`config.mk`:
```
export PLATFORM = sky130hd
export DESIGN_NAME = cbf_power_serializer
export DESIGN_NICKNAME = d
export VERILOG_FILES = /design/src/rtl/cbf_power_serializer.sv
export SDC_FILE = /design/constraint.sdc
export NUM_CORES = 1
export LEC_CHECK = 0
export BUFFER_PORTS_ARGS = -buffer_cell sky130_fd_sc_hd__buf_4
export CAP_MARGIN = 20
export CORE_AREA = 2 2 103 105
export DETAILED_ROUTE_END_ITERATION = 8
export DIE_AREA = 0 0 105 107
export PLACE_DENSITY = 0.73
export SLEW_MARGIN = 25
export SYNTH_ARGS = -nofsm -noshare
export SYNTH_HDL_FRONTEND = slang
export SYNTH_SLANG_ARGS = --single-unit
```
`constraint.sdc`:
```
create_clock -name clk -period 8.9 [get_ports clk]
set_input_delay 0.445 -clock clk [delete_from_list [all_inputs] [get_ports clk]]
set_output_delay 0.445 -clock clk [all_outputs]
set_load 0.005 [all_outputs]
```
`src/rtl/cbf_power_serializer.sv`:
```
// -----------------------------------------------------------------------------
// cbf_power_serializer
//   Width-down converter and packetiser for CBF power words on the DOA
//   transmit path. Each DATA_WIDTH-bit power word is sent as BYTES = DATA_WIDTH/8
//   bytes on an 8-bit AXI-stream. Words are grouped into UDP payloads: tlast
//   marks the last byte of a word that either carried s_axis_tlast or is
//   word MAX_WORDS_PER_PACKET of the current payload.
//
//   Optional feature (macro CBF_SERIALIZER_HEADER_EN): each payload starts
//   with a 2-byte big-endian sequence number that increments per payload.
//
// Ports:
//   clk            system clock
//   rst            asynchronous active-high reset
//   s_axis_tdata   input power word
//   s_axis_tvalid  input word valid
//   s_axis_tready  input word accepted (IDLE, or last-byte handshake cycle)
//   s_axis_tlast   last word of a scan; closes the payload
//   m_axis_tdata   payload byte (registered)
//   m_axis_tvalid  payload byte valid (registered)
//   m_axis_tready  downstream ready
//   m_axis_tlast   last byte of payload (registered)
//   m_axis_tuser   error flag, tied low
//   busy           high while a payload is partially sent
// -----------------------------------------------------------------------------
module cbf_power_serializer #(
  parameter int DATA_WIDTH           = 88,
  parameter int MAX_WORDS_PER_PACKET = 16,
  parameter bit MSB_FIRST            = 1'b1
) (
  input  logic                  clk,
  input  logic                  rst,
  input  logic [DATA_WIDTH-1:0] s_axis_tdata,
  input  logic                  s_axis_tvalid,
  output logic                  s_axis_tready,
  input  logic                  s_axis_tlast,
  output logic [7:0]            m_axis_tdata,
  output logic                  m_axis_tvalid,
  input  logic                  m_axis_tready,
  output logic                  m_axis_tlast,
  output logic                  m_axis_tuser,
  output logic                  busy
);

  localparam int             BYTES    = DATA_WIDTH / 8;
  localparam int             BIW      = (BYTES > 2) ? $clog2(BYTES) : 1;
  localparam logic [BIW-1:0] LAST_IDX = BIW'(BYTES - 1);
  localparam logic [BIW-1:0] IDX_ONE  = BIW'(1);
  localparam logic [7:0]     WC_LAST  = 8'(MAX_WORDS_PER_PACKET - 1);

  typedef enum logic [1:0] {
    IDLE  = 2'd0,
    SHIFT = 2'd1
`ifdef CBF_SERIALIZER_HEADER_EN
    , HDR = 2'd2
`endif
  } state_t;

  // Next byte to send from a word, honouring the byte order.
  function automatic logic [7:0] head_byte(input logic [DATA_WIDTH-1:0] w);
    if (MSB_FIRST) head_byte = w[DATA_WIDTH-1 -: 8];
    else           head_byte = w[7:0];
  endfunction

  // Remove the byte returned by head_byte so the next one moves into place.
  function automatic logic [DATA_WIDTH-1:0] drop_byte(input logic [DATA_WIDTH-1:0] w);
    if (MSB_FIRST) drop_byte = w << 8;
    else           drop_byte = w >> 8;
  endfunction

  state_t                state;
  state_t                state_nxt;
  state_t                load_state;
  logic                  ready_en;
  logic [DATA_WIDTH-1:0] shreg;
  logic [BIW-1:0]        byte_idx;
  logic [BIW-1:0]        idx_inc;
  logic [7:0]            word_cnt;
  logic [7:0]            word_cnt_nxt;
  logic                  last_q;
  logic [7:0]            tdata_q;
  logic                  tvalid_q;
  logic                  tlast_q;
  logic                  m_hs;
  logic                  at_last;
  logic                  s_ready;
  logic                  s_hs;
  logic                  word_done;
`ifdef CBF_SERIALIZER_HEADER_EN
  logic [15:0]           seq;
  logic [15:0]           seq_nxt;
  logic                  hdr_start;
`endif

  // State register.
  always_ff @(posedge clk or posedge rst) begin
    if (rst) state <= IDLE;
    else     state <= state_nxt;
  end

  // Handshake decode and counter look-ahead shared by next-state and datapath.
  always_comb begin
    m_hs      = tvalid_q & m_axis_tready;
    at_last   = (state == SHIFT) && (byte_idx == LAST_IDX);
    // ready_en keeps tready low until the first edge after reset release
    s_ready   = ready_en && ((state == IDLE) || (at_last && m_axis_tready));
    s_hs      = s_ready && s_axis_tvalid;
    word_done = at_last && m_hs;
    idx_inc   = byte_idx + IDX_ONE;
    if (word_done) begin
      if (tlast_q) word_cnt_nxt = 8'd0;
      else         word_cnt_nxt = word_cnt + 8'd1;
    end else begin
      word_cnt_nxt = word_cnt;
    end
`ifdef CBF_SERIALIZER_HEADER_EN
    if (word_done && tlast_q) seq_nxt = seq + 16'd1;
    else                      seq_nxt = seq;
    // a word loaded while the payload count is zero opens a new payload
    hdr_start  = (word_cnt_nxt == 8'd0);
    if (hdr_start) load_state = HDR;
    else           load_state = SHIFT;
`else
    load_state = SHIFT;
`endif
  end

  // Next-state logic.
  always_comb begin
    state_nxt = state;
    case (state)
      IDLE: begin
        if (s_hs) state_nxt = load_state;
        else      state_nxt = IDLE;
      end
      SHIFT: begin
        if (word_done) begin
          if (s_hs) state_nxt = load_state;
          else      state_nxt = IDLE;
        end else begin
          state_nxt = SHIFT;
        end
      end
`ifdef CBF_SERIALIZER_HEADER_EN
      HDR: begin
        if (m_hs && (byte_idx == IDX_ONE)) state_nxt = SHIFT;
        else                               state_nxt = HDR;
      end
`endif
      default: state_nxt = IDLE;
    endcase
  end

  // Datapath: shift register, byte index, payload counters and registered outputs.
  always_ff @(posedge clk or posedge rst) begin
    if (rst) begin
      ready_en <= 1'b0;
      shreg    <= '0;
      byte_idx <= '0;
      word_cnt <= 8'd0;
      last_q   <= 1'b0;
      tdata_q  <= 8'd0;
      tvalid_q <= 1'b0;
      tlast_q  <= 1'b0;
`ifdef CBF_SERIALIZER_HEADER_EN
      seq      <= 16'd0;
`endif
    end else begin
      ready_en <= 1'b1;
      word_cnt <= word_cnt_nxt;
`ifdef CBF_SERIALIZER_HEADER_EN
      seq      <= seq_nxt;
`endif
      if (s_hs) begin
        // capture from IDLE or chain straight onto the last-byte handshake
        last_q   <= s_axis_tlast;
        byte_idx <= '0;
        tvalid_q <= 1'b1;
`ifdef CBF_SERIALIZER_HEADER_EN
        if (hdr_start) begin
          shreg   <= s_axis_tdata;
          tdata_q <= seq_nxt[15:8];
          tlast_q <= 1'b0;
        end else begin
          shreg   <= drop_byte(s_axis_tdata);
          tdata_q <= head_byte(s_axis_tdata);
          tlast_q <= (BYTES == 1) && (s_axis_tlast || (word_cnt_nxt == WC_LAST));
        end
`else
        shreg   <= drop_byte(s_axis_tdata);
        tdata_q <= head_byte(s_axis_tdata);
        tlast_q <= (BYTES == 1) && (s_axis_tlast || (word_cnt_nxt == WC_LAST));
`endif
      end else if (m_hs) begin
        case (state)
          SHIFT: begin
            if (byte_idx == LAST_IDX) begin
              tvalid_q <= 1'b0;
              tdata_q  <= 8'd0;
              tlast_q  <= 1'b0;
            end else begin
              byte_idx <= idx_inc;
              tdata_q  <= head_byte(shreg);
              shreg    <= drop_byte(shreg);
              tlast_q  <= (idx_inc == LAST_IDX) && (last_q || (word_cnt == WC_LAST));
            end
          end
`ifdef CBF_SERIALIZER_HEADER_EN
          HDR: begin
            if (byte_idx == '0) begin
              tdata_q  <= seq[7:0];
              byte_idx <= IDX_ONE;
            end else begin
              // header done: present data byte 0 of the held word
              byte_idx <= '0;
              tdata_q  <= head_byte(shreg);
              shreg    <= drop_byte(shreg);
              tlast_q  <= (BYTES == 1) && (last_q || (word_cnt == WC_LAST));
            end
          end
`endif
          default: begin
            tvalid_q <= 1'b0;
            tlast_q  <= 1'b0;
          end
        endcase
      end
    end
  end

  assign m_axis_tdata  = tdata_q;
  assign m_axis_tvalid = tvalid_q;
  assign m_axis_tlast  = tlast_q;
  assign m_axis_tuser  = 1'b0;
  assign s_axis_tready = s_ready;
  assign busy          = (state != IDLE) || (word_cnt != 8'd0);

endmodule

```
==> results of run 1 <==
-- routing by layer --
metal | track usage, % | part of all wire [%] | vias up
met3 | 5.228 | 6.6 | 14
li1 | - | - | 2061
met2 | 32.05 | 47 | 132
met4 | 6.857 | 1.5 | 0
met5 | 0 | 0 | -
met1 | 28.88 | 45 | 2027
-- flip-flops by register name, summed over array words and instances (netlist names) --
signal / cells
last_q: 1
ready_en: 1
m_axis_tdata: 8
shreg: 80
byte_idx: 4
m_axis_tlast: 1
m_axis_tvalid: 1
state: 1
word_cnt: 8
-- report_power, final --
part	internal, mW	total (mW)	switching (mW)
logic	0.210	0.428	0.218
registers	0.681	0.808	0.126
clock network	0.137	0.295	0.158
-- layout make-up --
| class | instances | area (sq um) |
|---|---|---|
| Fill cell | 921 | 4210 |
| Sequential cell | 105 | 2628 |
| Multi-Input combinational cell | 416 | 2039 |
| Timing Repair Buffer | 108 | 827.0 |
| Tap cell | 136 | 170.2 |
| Clock buffer | 11 | 141.4 |
| Clock inverter | 5 | 55.05 |
| Inverter | 5 | 21.27 |
-- metrics by stage --
stage | hold slack [ps] | cell area [sq um] | power (mW) | std cells
3_3_place_gp | 468.3 | 5654 | 1.221 | 769
5_1_grt | 80.27 | 5882 | 1.645 | 786
3_5_place_dp | 469.6 | 5662 | 1.244 | 769
4_1_cts | 73.69 | 5858 | 1.541 | 785
2_1_floorplan | 446.5 | 4927 | 1.102 | 568
6_report | 63.24 | 5882 | 1.531 | 786
-- worst max-delay path, stage by stage (launching register included) --
cell and delay (ps):
dfrtp_1 440, inv_1 70, ha_1 240, nand4b_1 240
a21o_4 530, buf_4 760, nor2_1 110, a31oi_1 180
-- kinds of logic (layout without fill, tap and decap cells) --
family | after synthesis | count (layout)
compound gates | 100 | 100
xor+xnor | 6 | 6
fa+ha+maj | 5 | 5
buf+inv | 47 | 129
flops | 105 | 105
mux | 2 | 2
other cells | 2 | 2
simple gates | 301 | 301
-- layout by cell type, fill, tap and decap left out, types with 2 or more instances in the layout --
cell and instances:
clkinvlp_4 2, buf_4 106, a22oi_1 9, a221oi_1 4, a31oi_1 69, ha_1 5
inv_1 4, o31ai_1 2, nand2_1 174, conb_1 2, nand2b_1 2, nor4_1 4
o21ai_0 6, dfrtp_1 105, clkinv_2 2, and3_1 3, nor3_1 3, nor2_1 85
a21oi_1 3, clkbuf_8 10, xnor2_1 5, nand3_1 21
-- worst max path at each step --
| stage | from | to | slack, ps | depth (start not counted) |
|---|---|---|---|---|
| 2_1_floorplan | rst | byte_idx[0] | 5690 | 1 |
| 5_1_grt | byte_idx[0] | shreg[81] | 5930 | 7 |
| 3_3_place_gp | byte_idx[0] | shreg[46] | 6420 | 7 |
| 3_5_place_dp | byte_idx[0] | shreg[57] | 6240 | 7 |
| 6_report | byte_idx[0] | shreg[73] | 6190 | 7 |
| 4_1_cts | byte_idx[0] | shreg[57] | 6210 | 7 |
==> impl_results.rst, run 1 <==
.. list-table::
   :header-rows: 1

   * - Metric
     - Value
   * - Outcome
     - completed
   * - Insertion delay of the later-clocked pin in the worst-skew pair
     - around 360 ps
   * - Number of warnings printed during yosys synthesis
     - 0
   * - Register area share after synthesis
     - between 50% and 60%
   * - Maximum count of clock buffers along a single path
     - 2
   * - HPWL reported at the end of detailed placement
     - 7.478 mm
   * - Total number of nets in the final design
     - 743
   * - DR iter-0 viols
     - a little under 300
   * - Cell accounting for the most synthesized area
     - dfrtp_1
   * - Fin. max-slew vios
     - 0
   * - Number of max-cap violations
     - 0
   * - Standard cell core area
     - between 0.01 and 0.015 sq mm
   * - Die boundary width
     - 105 um
   * - Multiplexer area fraction after synthesis
     - 0.4317%
   * - Wire length of the first global-routing pass
     - between 15 and 20 mm
   * - Number of levels the H-tree was split into
     - 3
   * - Peak clock frequency supported by timing
     - 0.3692 GHz
   * - Worst slew margin
     - roughly 43%
   * - Crit share post-route
     - 30.43%
   * - Cell at the root of the clock tree
     - clkbuf_8
   * - Highest net fanout along the worst path
     - 96
   * - Post-Synthesis Cell Area
     - between 0.004 and 0.005 sq mm
   * - Count of buffers from port buffering
     - 104
   * - Total power divided by cell area
     - 260.2 mW/mm^2
   * - Detailed Route WL
     - 11.32 mm
   * - Endpoint required time on the critical path
     - 9180 ps
   * - Num CTS Buffers
     - 9
   * - Leading post-synthesis cells by cell area
     - dfrtp_1, nand2_1, a31oi_1
   * - TritonCTS clock tree
     - built
   * - GR Util All Layers
     - between 20% and 30%
   * - Number of enable-type register cells in the synthesized netlist
     - 0
   * - Total negative setup slack
     - 0 ps
   * - Final clock skew
     - 7.407 ps
   * - Drt pass-1 iters
     - 5
   * - Number of nets with antenna violations after detailed routing
     - 0
   * - Path category of the worst min-delay check
     - primary input to async pin
   * - Post-CTS resize count
     - 0
   * - Critical Path Start Type
     - flip-flop
   * - Routability-driven placement congestion ratio
     - just over 0.8
   * - Start of the worst register-to-register path
     - byte_idx[0]
   * - Setup bufs post-CTS
     - 0
   * - Final worst slack
     - 6191 ps
   * - DR DRC count
     - 0
   * - Cts-stage hold buffer count
     - 0
   * - Total nets after synthesis
     - 666
   * - Shortest clock period the worst path allows after layout
     - around 2700 ps
   * - Fraction of layout instances using a drive strength above 1
     - 20.00%
   * - Max rail drop VDD
     - between 100 and 150 uV
   * - Starting utilization of the core area
     - 48.82%
   * - Cell count of the worst reg-to-reg path
     - 7
   * - Cell leakage power
     - 2.826 nW
   * - Area share of xor/xnor cells in the synthesized design
     - 1.067%
   * - Diodes inserted
     - 0
   * - Post-detailed-route wirelength per cell
     - 14.41 um
   * - Worst r2r dst
     - shreg[73]
   * - Cell count after synthesis
     - 568
   * - Area fraction of the dominant cell type after synthesis
     - 53.33%
   * - Site Rows
     - 37
   * - Via count of the first global-routing pass
     - 4014
   * - Ports placed on the boundary
     - 106
   * - Slack of the worst reg-to-reg path
     - ~6200 ps
   * - Most used standard cell by instance count after synthesis
     - nand2_1
   * - Initial antenna violation count
     - 0
   * - Total via count in the routed design
     - 4234
   * - Post-route core utilization
     - 58.28%
   * - Measured slew at the worst slew-check pin
     - 857.8 ps
   * - Compound-cell area share of the yosys netlist
     - 13.18%
   * - Crit path capture type
     - flip-flop
   * - Synth top cells by count
     - nand2_1, dfrtp_1, nor2_1
   * - Number of failing hold endpoints at the final stage
     - 0
   * - Async set or reset register ratio after synthesis
     - 100.0%
   * - CTS clk-pin slew, worst paths
     - 90 ps
   * - Setup repair after global routing missed its margin
     - false
   * - Die area
     - 0.01124 sq mm
   * - Vias per Instance
     - 5.387
   * - Minimum setup slack after placement
     - 6242 ps
   * - Area delta synth->final
     - 19.38%
   * - Arrival time at the worst endpoint
     - 2990 ps
   * - Number of setup violations in the final report
     - 0
   * - Simple-gate area share of the yosys netlist
     - 24.94%
   * - Critical path start-end classification
     - flip-flop to flip-flop
   * - Vertical die dimension
     - 107 um
   * - Main synth FF type
     - dfrtp_1
   * - Mean cell area of the mapped netlist
     - 8.675 sq um
   * - Number of register bits inferred by synthesis
     - 105
   * - Residual overflow from global routing
     - 0
   * - Adder and majority cell fraction of the synthesized area
     - between 1 and 1.5%
   * - TritonCTS sink count
     - 105
   * - Netlist cell types
     - 40
   * - Maximum number of pins on one net before global-route repair
     - 97
   * - Main combinational cell family by area after synthesis
     - simple AND/OR/NAND/NOR gates
Note: power is estimated with default switching activity, not from simulation.
==> inputs of run 2 (changes only) <==
- ABC_AREA: not set -> 1
- CORE_AREA: 2 2 103 105 -> 2 2 106 108
- DIE_AREA: 0 0 105 107 -> 0 0 108 110
- PLACE_DENSITY: 0.73 -> 0.76
- clock period: 8.9 -> 2.2 ns (I/O delays scaled with it)
==> impl_results.rst, run 2 <==
.. list-table::
   :header-rows: 1

   * - Metric
     - Value
   * - Crit path capture type
     - flip-flop (unchanged)
   * - HPWL reported at the end of detailed placement
     - 8.379 mm (was 7.478 mm)
   * - Netlist cell types
     - 24 (was 40)
   * - Shortest clock period the worst path allows after layout
     - 2037 ps (was 2709 ps)
   * - Filler Cells Inserted
     - 893 (was 921)
   * - DR DRC count
     - 0 (unchanged)
   * - Total power divided by cell area
     - 480.7 mW/mm^2 (was 260.2 mW/mm^2)
   * - Leading cell type in the layout, fill and taps excluded
     - nand2_1 (unchanged)
   * - Number of nets with antenna violations after detailed routing
     - 0 (unchanged)
   * - Wire length of the first global-routing pass
     - 23.26 mm (was 18.85 mm)
   * - Cell family with most CP delay
     - simple AND/OR/NAND/NOR gates (was buffers and inverters)
   * - Async set or reset register ratio after synthesis
     - 100.0% (unchanged)
   * - Total via count in the routed design
     - 5220 (was 4234)
   * - Setup repair after global routing missed its margin
     - true (was false)
   * - Standard cell core area
     - 0.01070 sq mm (was 0.01009 sq mm)
   * - Cell accounting for the most synthesized area
     - dfrtp_1 (unchanged)
   * - Drt pass-1 iters
     - 6 (was 5)
   * - Cell with the largest stage delay on the worst path
     - dfrtp_1 (was buf_4)
   * - Setup bufs post-CTS
     - 0 (unchanged)
   * - Post-detailed-route wirelength per cell
     - 13.42 um (was 14.41 um)
   * - Cell leakage power
     - 4.107 nW (was 2.826 nW)
   * - Number of setup violations in the final report
     - 0 (unchanged)
   * - Detailed Route WL
     - 14.12 mm (was 11.32 mm)
   * - Highest net fanout along the worst path
     - 20 (was 96)
   * - Max rail drop VDD
     - 413.5 uV (was 116.8 uV)
   * - Maximum count of clock buffers along a single path
     - 2 (unchanged)
   * - Number of max-cap violations
     - 0 (unchanged)
   * - Number of warnings printed during yosys synthesis
     - 0 (unchanged)
   * - Fraction of layout instances using a drive strength above 1
     - 15.79% (was 20.00%)
   * - Post-Synthesis Cell Area
     - 0.005275 sq mm (was 0.004927 sq mm)
   * - Total number of nets in the final design
     - 1005 (was 743)
   * - Critical Path Most Common Cell
     - nand2_1
   * - Diodes inserted
     - 0 (unchanged)
   * - Peak clock frequency supported by timing
     - 0.4908 GHz (was 0.3692 GHz)
   * - Outcome
     - completed (unchanged)
   * - Leading post-synthesis cells by cell area
     - dfrtp_1, nand2_1, nor2_1 (was dfrtp_1, nand2_1, a31oi_1)
   * - Insertion delay of the later-clocked pin in the worst-skew pair
     - 380 ps (was 360 ps)
   * - Number of failing hold endpoints at the final stage
     - 0 (unchanged)
   * - Fin. max-slew vios
     - 0 (unchanged)
   * - Residual overflow from global routing
     - 0 (unchanged)
   * - Most used cells in the layout excluding fill and tap cells
     - nand2_1, nor2_1, buf_4 (was nand2_1, buf_4, dfrtp_1)
   * - Worst-path cell chain
     - inv_1 -> ha_1 -> nand3_2 -> nand2_4 -> nand3_4 -> nand2_1 -> clkinvlp_4 -> nand2_1 -> nand2_1 (was inv_1 -> ha_1 -> nand4b_1 -> a21o_4 -> buf_4 -> nor2_1 -> a31oi_1)
   * - Num CTS Buffers
     - 9 (unchanged)
   * - Measured slew at the worst slew-check pin
     - 557.5 ps (was 857.8 ps)
   * - Most used standard cell by instance count after synthesis
     - nand2_1 (unchanged)
   * - Synth top cells by count
     - nand2_1, nor2_1, dfrtp_1 (was nand2_1, dfrtp_1, nor2_1)
   * - Area fraction of the dominant cell type after synthesis
     - 49.81% (was 53.33%)
   * - Total nets after synthesis
     - 835 (was 666)
   * - Number of register bits inferred by synthesis
     - 105 (unchanged)
   * - Routability-driven placement congestion ratio
     - 0.8626 (was 0.8105)
   * - Post-route core utilization
     - 67.57% (was 58.28%)
   * - Cell at the root of the clock tree
     - clkbuf_8 (unchanged)
   * - Cell count after synthesis
     - 737 (was 568)
   * - Maximum number of pins on one net before global-route repair
     - 108 (was 97)
   * - Site Rows
     - 38 (was 37)
   * - Ports placed on the boundary
     - 106 (unchanged)
   * - Path category of the worst min-delay check
     - primary input to flip-flop (was primary input to async pin)
   * - Mean cell area of the mapped netlist
     - 7.157 sq um (was 8.675 sq um)
   * - Initial antenna violation count
     - 0 (unchanged)
   * - Number of enable-type register cells in the synthesized netlist
     - 0 (unchanged)
   * - DR iter-0 viols
     - 297 (was 293)
   * - Worst Hold Slack
     - 52.47 ps (was 63.24 ps)
   * - Die area
     - 0.01188 sq mm (was 0.01124 sq mm)
   * - Top reg by flops
     - shreg (unchanged)
   * - Final clock skew
     - 10.19 ps (was 7.407 ps)
   * - Starting utilization of the core area
     - 49.31% (was 48.82%)
   * - GR Util All Layers
     - 25.02% (was 20.78%)
   * - Vias per Instance
     - 4.962 (was 5.387)
   * - CTS clk-pin slew, worst paths
     - 100 ps (was 90 ps)
   * - Worst path buffer plus inverter count
     - 2 (unchanged)
   * - Number of levels the H-tree was split into
     - 3 (unchanged)
   * - Delay of the slowest cell on the worst path
     - 420 ps (was 760 ps)
   * - Crit share post-route
     - 92.61% (was 30.43%)
   * - TritonCTS clock tree
     - built (unchanged)
   * - Die boundary width
     - 108 um (was 105 um)
   * - Via count of the first global-routing pass
     - 5110 (was 4014)
   * - Count of buffers from port buffering
     - 104 (unchanged)
   * - Critical path start-end classification
     - flip-flop to flip-flop (unchanged)
   * - Total negative setup slack
     - 0 ps (unchanged)
   * - Endpoint required time on the critical path
     - 2460 ps (was 9180 ps)
   * - Area delta synth->final
     - 37.03% (was 19.38%)
   * - Worst slew margin
     - 62.83% (was 42.81%)
   * - Arrival time at the worst endpoint
     - 2300 ps (was 2990 ps)
   * - Register area share after synthesis
     - 49.81% (was 53.33%)
   * - Critical Path Start Type
     - flip-flop (unchanged)
   * - Vertical die dimension
     - 110 um (was 107 um)
   * - Largest register FFs
     - 80 (unchanged)
   * - TritonCTS sink count
     - 105 (unchanged)
   * - Main synth FF type
     - dfrtp_1 (unchanged)
[run 2: final timing paths]
check | endpoint | slack (ps) | startpoint | cells past startpoint
max | shreg[48] | 160 | byte_idx[0] | 9
min | shreg[20] | 50 | s_axis_tdata[12] | 5
max reg2reg | shreg[48] | 160 | byte_idx[0] | 9
min reg2reg | shreg[8] | 480 | shreg[8] | 2
max in group asynchronous | shreg[31] | 1340 | rst | 4
min in group asynchronous | word_cnt[5] | 430 | rst | 4
[run 2: power breakdown]
part,internal (mW),switching [mW],leakage (nW)
logic,0.202,0.102,2.65
registers,1.93,0.000251,1.36
clock network,0.559,0.683,0.0985
total,2.69,0.785,4.11
[run 2: final cells by class]
cell class | instances | area [sq um] | area share [%]
clock inverters | 6 | 67.56 | 0.9347
repair buffers | 195 | 1737 | 24.03
flip-flops and latches | 105 | 2628 | 36.35
clock buffers | 10 | 137.6 | 1.904
well taps | 140 | 175.2 | 2.423
multi-input cells | 541 | 2270 | 31.40
inverters | 55 | 214.0 | 2.960
[run 2: timing repair]
| item | in CTS | in global routing |
|---|---|---|
| endpoints found under the hold margin | 185 | 0 |
| gates resized for setup | 0 | 4 |
| endpoints found under the setup margin | 0 | 18 |
| hold buffers | 81 | 0 |
[run 2: per-stage QoR]
| stage | setup slack (ps) | total power, mW | std cells | instance area (sq um) |
|---|---|---|---|---|
| final | 162.7 | 3.475 | 1052 | 7228 |
| after global routing | -7.520 | 3.602 | 1052 | 7228 |
| after CTS | 189.8 | 3.509 | 1052 | 7209 |
| after detailed placement | 213.5 | 2.154 | 955 | 6193 |
| after global placement | 319.0 | 2.154 | 955 | 6193 |
| after floorplan | 577.5 | 2.005 | 737 | 5279 |
[run 2: cell families after synthesis]
logic type                 share of synthesized area (%)
DFF                                                49.81
AOI/OAI and AO/OA                                  5.337
and+or+nand+nor                                    36.05
adders and majority gates                          1.186
buffers and inverters                              7.305
xor gates and xnor gates                          0.1661
other                                             0.1424
[run 2: worst register-to-register path: cells and delay by family, from the launching register on]
family,cells,cell delay [ps]
flops,1,420
buf+inv,2,440
simple gates,6,860
fa+ha+maj,1,190
[run 2: layer usage]
layer	vias to the layer above	GRT usage [%]	wire length, um
li1	2587	-	-
met1	2409	31.03	5949
met2	183	41.87	6892
met3	41	6.055	835
met4	0	10.99	440
met5	-	0	0
